**src/rtl/seq_divider.sv**
```systemverilog
// seq_divider: sequential restoring divider, unsigned or signed, magnitude plus sign outputs.
// Uses the enter/done handshake; results are registered and held until the next completion.
module seq_divider #(
  parameter int WIDTH = 8
) (
  input  logic             clk,
  input  logic             rst_n,
  input  logic             enter,
  input  logic             sgd,
  input  logic [WIDTH-1:0] A,
  input  logic [WIDTH-1:0] B,
  output logic             busy,
  output logic             done,
  output logic [WIDTH-1:0] Q,
  output logic [WIDTH-1:0] R,
  output logic             sign,
  output logic             remSign,
  output logic             valid
);
  localparam logic [2:0] IDLE = 3'd0, LOAD = 3'd1, SHIFT = 3'd2, FIX = 3'd3, DONE = 3'd4;
  localparam int CW = $clog2(WIDTH + 1);
  logic [2:0]       state;
  logic [WIDTH-1:0] a_r, b_r, quot, rem, mag_a, mag_b;
  logic [WIDTH:0]   rem_sh;
  logic [CW-1:0]    cnt;
  logic             s_r, start, last, ge, div_ok, q_neg, r_neg;
  // DONE also accepts enter so a held request restarts one cycle after done
  assign start  = enter && (state == IDLE || state == DONE);
  assign busy   = state != IDLE;
  assign done   = state == DONE;
  assign mag_a  = (s_r && a_r[WIDTH-1]) ? -a_r : a_r;
  assign mag_b  = (s_r && b_r[WIDTH-1]) ? -b_r : b_r;
  assign q_neg  = s_r & (a_r[WIDTH-1] ^ b_r[WIDTH-1]);
  assign r_neg  = s_r & a_r[WIDTH-1];
  assign rem_sh = {rem, quot[WIDTH-1]};
  assign ge     = rem_sh >= {1'b0, mag_b};
  assign div_ok = |mag_b;
  // the extra SHIFT cycle after the last iteration keeps the fixed WIDTH+3 latency
  assign last   = cnt == CW'(WIDTH);
  always_ff @(posedge clk or negedge rst_n)
    if (!rst_n) begin
      state   <= IDLE;
      a_r     <= '0;
      b_r     <= '0;
      s_r     <= 1'b0;
      quot    <= '0;
      rem     <= '0;
      cnt     <= '0;
      Q       <= '0;
      R       <= '0;
      sign    <= 1'b0;
      remSign <= 1'b0;
      valid   <= 1'b0;
    end else begin
      if (start) begin
        a_r <= A;
        b_r <= B;
        s_r <= sgd;
      end
      case (state)
        IDLE: state <= start ? LOAD : IDLE;
        LOAD: begin
          quot  <= mag_a;
          rem   <= '0;
          cnt   <= '0;
          state <= SHIFT;
        end
        SHIFT: begin
          if (!last) begin
            rem  <= ge ? WIDTH'(rem_sh - {1'b0, mag_b}) : rem_sh[WIDTH-1:0];
            quot <= {quot[WIDTH-2:0], ge};
          end
          cnt   <= cnt + 1'b1;
          state <= last ? FIX : SHIFT;
        end
        FIX: begin
          valid   <= div_ok;
          Q       <= div_ok ? quot : '1;
          R       <= div_ok ? rem : mag_a;
          sign    <= div_ok & q_neg & (|quot);
          remSign <= r_neg & (div_ok ? |rem : 1'b1);
          state   <= DONE;
        end
        DONE:    state <= start ? LOAD : IDLE;
        default: state <= IDLE;
      endcase
    end
endmodule
```
**config.mk**
```make
export PLATFORM = sky130hd
export DESIGN_NAME = seq_divider
export DESIGN_NICKNAME = d
export VERILOG_FILES = /design/src/rtl/seq_divider.sv
export SDC_FILE = /design/constraint.sdc
export NUM_CORES = 1
export LEC_CHECK = 0
export CORE_MARGIN = 3
export CORE_UTILIZATION = 50
export CTS_CLUSTER_DIAMETER = 40
export DETAILED_ROUTE_END_ITERATION = 10
export PLACE_DENSITY = 0.74
export SYNTH_ARGS = -nofsm -noshare
export SYNTH_HDL_FRONTEND = slang
export SYNTH_SLANG_ARGS = --single-unit
```
**constraint.sdc**
```tcl
create_clock -name clk -period 2.94 [get_ports clk]
set_input_delay 0.588 -clock clk [delete_from_list [all_inputs] [get_ports clk]]
set_output_delay 0.588 -clock clk [all_outputs]
set_load 0.005 [all_outputs]
```
==> metrics <==
total track usage=0.196; top cells by count, synth=59 x dfrtp_1, 58 x nand2_1, 38 x o21ai_0; Post-Synth Adder-Cell Area=0.0426; Initial DRT Pass Iterations=4; Final #Nets=426; r2r worst-path depth=11; min-delay worst type=in -> async; grt ovf=0; #FFs+latches synth=59; XOR/XNOR share of the synthesized area=0.0489; compound-cell area share of the yosys netlist=0.169; dpl hpwl=5.26 mm; mapped cell area=3400 um^2; Synthesized Nets=377; Worst-Skew Late Latency=0.34 ns; Post-Route WL=7.13 mm; Ports=41; Seq/Total Area, Yosys=0.434; crit-path max cell delay=0.38 ns; top_reg_cell synth=dfrtp_1; worst path cell trace=buf_4 -> o311a_4 -> xnor2_1 -> ha_1 -> o21a_1 -> o31a_1 -> o21a_1 -> o31ai_2 -> a21oi_1 -> or3_1 -> a32o_1; total CTS buffers=9; Mean Syn Cell Area=9.84 um^2; Die Span X=88.5 um; vias in the first global route=2513; Core ar.=6460 um^2; Tcrit/Tclk final=0.966; RSZ-0062 raised after global routing=no; CP startpoint=b_r[1]; worst-path fanout max=3; Vias/cell=5.65; Clk pin slew, worst setup/hold paths=0.07 ns; outcome=completed; Netlist cell types=59; Post-synth EDFFs=0; Initial Utilization=0.527; Worst-Margin Slew=0.685 ns; LEAKAGE=1.86 nW; H-tree Lvls=3; CTS Sinks=59; # placed instances=456; crit path kind=reg -> reg; initial drt markers=145; Crit-path slowest cell=dfrtp_1; initial antenna violation count=0; Die Span Y=88.5 um; top-count cell post-synth=dfrtp_1; Synth async-reset ratio=1.00; DRC Markers=0; top cells by area, synth=dfrtp_1 43%, nand2_1 6.4%, o21ai_0 5.6%; layout cells sized above 1=0.160; Root Driver=clkbuf_8; Final Hold Viols=0; pre-CTS WS=-0.0167 ns; non-filler cells, final=477; I/O Buffers=40; post-route antenna net violation count=0; top-area cell type share of the netlist area=0.434; clock skew=0.00972 ns; Synth Area in Simple Gates=0.167; Avg WL per Cell=14.9 um; Tmin final=2.84 ns; CTS tree=done; main combinational cell family by area after synthesis=compound AO/OA/AOI/OAI gates; Worst Path Arrival=3.06 ns; Reg2Reg Launch Point=b_r[1]; number of synthesis warnings=0; clock buffer depth=2; Site Rows=29; Fillers=547; max-cap violations=0; setup ws final=0.0994 ns; Peak VDD IR=0.000632 V; Final Slew Violations=0; Worst Path Required=3.16 ns; Final Wtd Congestion=0.817; Rel. slew slack=0.543; worst hold slack=0.280 ns; Max Fclk=0.352 GHz; PwrDens=1250 nW/um^2; first-pass GRT wire length=11.8 mm; multiplexer area fraction after synthesis=0.0945; via count=2697; gate count of the mapped netlist=346; DIE AREA=7830 um^2; Worst path most repeated cell=o21a_1; Antenna Cells=0; critical path launch point type=flop; Final setup viols=0; leading area contributor after synthesis=dfrtp_1; area growth from synthesis to final layout=22.6%; largest net degree at the start of global routing=32; crit path capture type=flop
==> metrics by stage <==
stage / TNS, ns / area [um^2] / utilization / power, mW
6_report: 0 / 4170 / 0.646 / 5.21
5_1_grt: 0 / 4170 / 0.646 / 5.63
4_1_cts: 0 / 4130 / 0.639 / 5.13
3_5_place_dp: -0.0167 / 3880 / 0.601 / 4.25
3_3_place_gp: 0 / 3880 / 0.601 / 4.17
2_1_floorplan: 0 / 3400 / - / 3.49
==> critical path: cells and delay by family, from the launching register on <==
family	cells	cell delay (ns)
AO/OA/AOI/OAI	7	1.39
XOR/XNOR	1	0.13
adder cells (fa/ha/maj)	1	0.34
buffers and inverters	1	0.16
flip-flops	1	0.38
AND/OR/NAND/NOR	1	0.35
==> sequential cells by signal, summed over array words and instances, names as in the netlist <==
signal and count:
sign 1, Q 8, s_r 1, b_r 8, R 8, valid 1
remSign 1, quot 8, state 3, rem 8, a_r 8, cnt 4
==> kinds of logic (layout without fill, tap and decap cells) <==
| logic type | Yosys count | count (layout) |
|---|---|---|
| adder cells (fa/ha/maj) | 11 | 11 |
| XOR/XNOR | 16 | 16 |
| flip-flops | 59 | 59 |
| multiplexers | 30 | 30 |
| AND/OR/NAND/NOR | 116 | 116 |
| buffers and inverters | 30 | 84 |
| AO/OA/AOI/OAI | 84 | 84 |
==> cells in the final DEF, fill, tap and decap left out, types with 5 or more instances in the layout <==
cell             Yosys  final
o21ai_0             38     38
a21o_1               6      5
mux2i_1             16     15
nand2_1             58     58
clkdlybuf4s50_1      0     39
nor2_1              13     13
nor4_1               5      5
xor2_1               8      8
inv_1               13     13
clkbuf_8             1     11
xnor2_1              6      6
buf_4                1     14
mux2_2              13     13
nand4_1              9      9
a21oi_1              9      9
nand3_1              7      7
ha_1                10      9
dfrtp_1             59     59
==> where the power goes <==
part	switching (mW)	internal (mW)
combinational	1.43	1.39
sequential	0.385	1.17
clock	0.317	0.522
==> path summary, 6_finish.rpt <==
check / slack (ns) / to
max in group asynchronous: 2.04 / b_r[1]
min: 0.28 / Q[2]
max: 0.1 / rem[7]
max reg2reg: 0.1 / rem[7]
min reg2reg: 0.47 / Q[5]
min in group clk: 0.47 / Q[5]
==> routing by layer <==
layer  GRT usage  vias to the layer above  part of all wire
met4       0.100                        0             0.024
met3      0.0400                       17             0.041
met2       0.315                       65              0.48
li1            -                     1333                 -
met1       0.252                     1282              0.45
met5           0                        -                 0
==> area by class of cell <==
class,instances,area [um^2],share of cell area
Clock buffer,12,155,0.0372
Sequential cell,59,1480,0.354
Multi-Input combinational cell,257,1800,0.432
Clock inverter,4,72.6,0.0174
Timing Repair Buffer,55,520,0.125
Inverter,13,48.8,0.0117
Tap cell,77,96.3,0.0231
==> repair_timing <==
item                       in CTS  in global routing
pin swaps                       0                  8
buffers inserted                2                  3
hold buffers                    0                  0
setup endpoints to repair       4                  7
gates resized for setup         1                  3
Power figures use the tool's default switching activity.
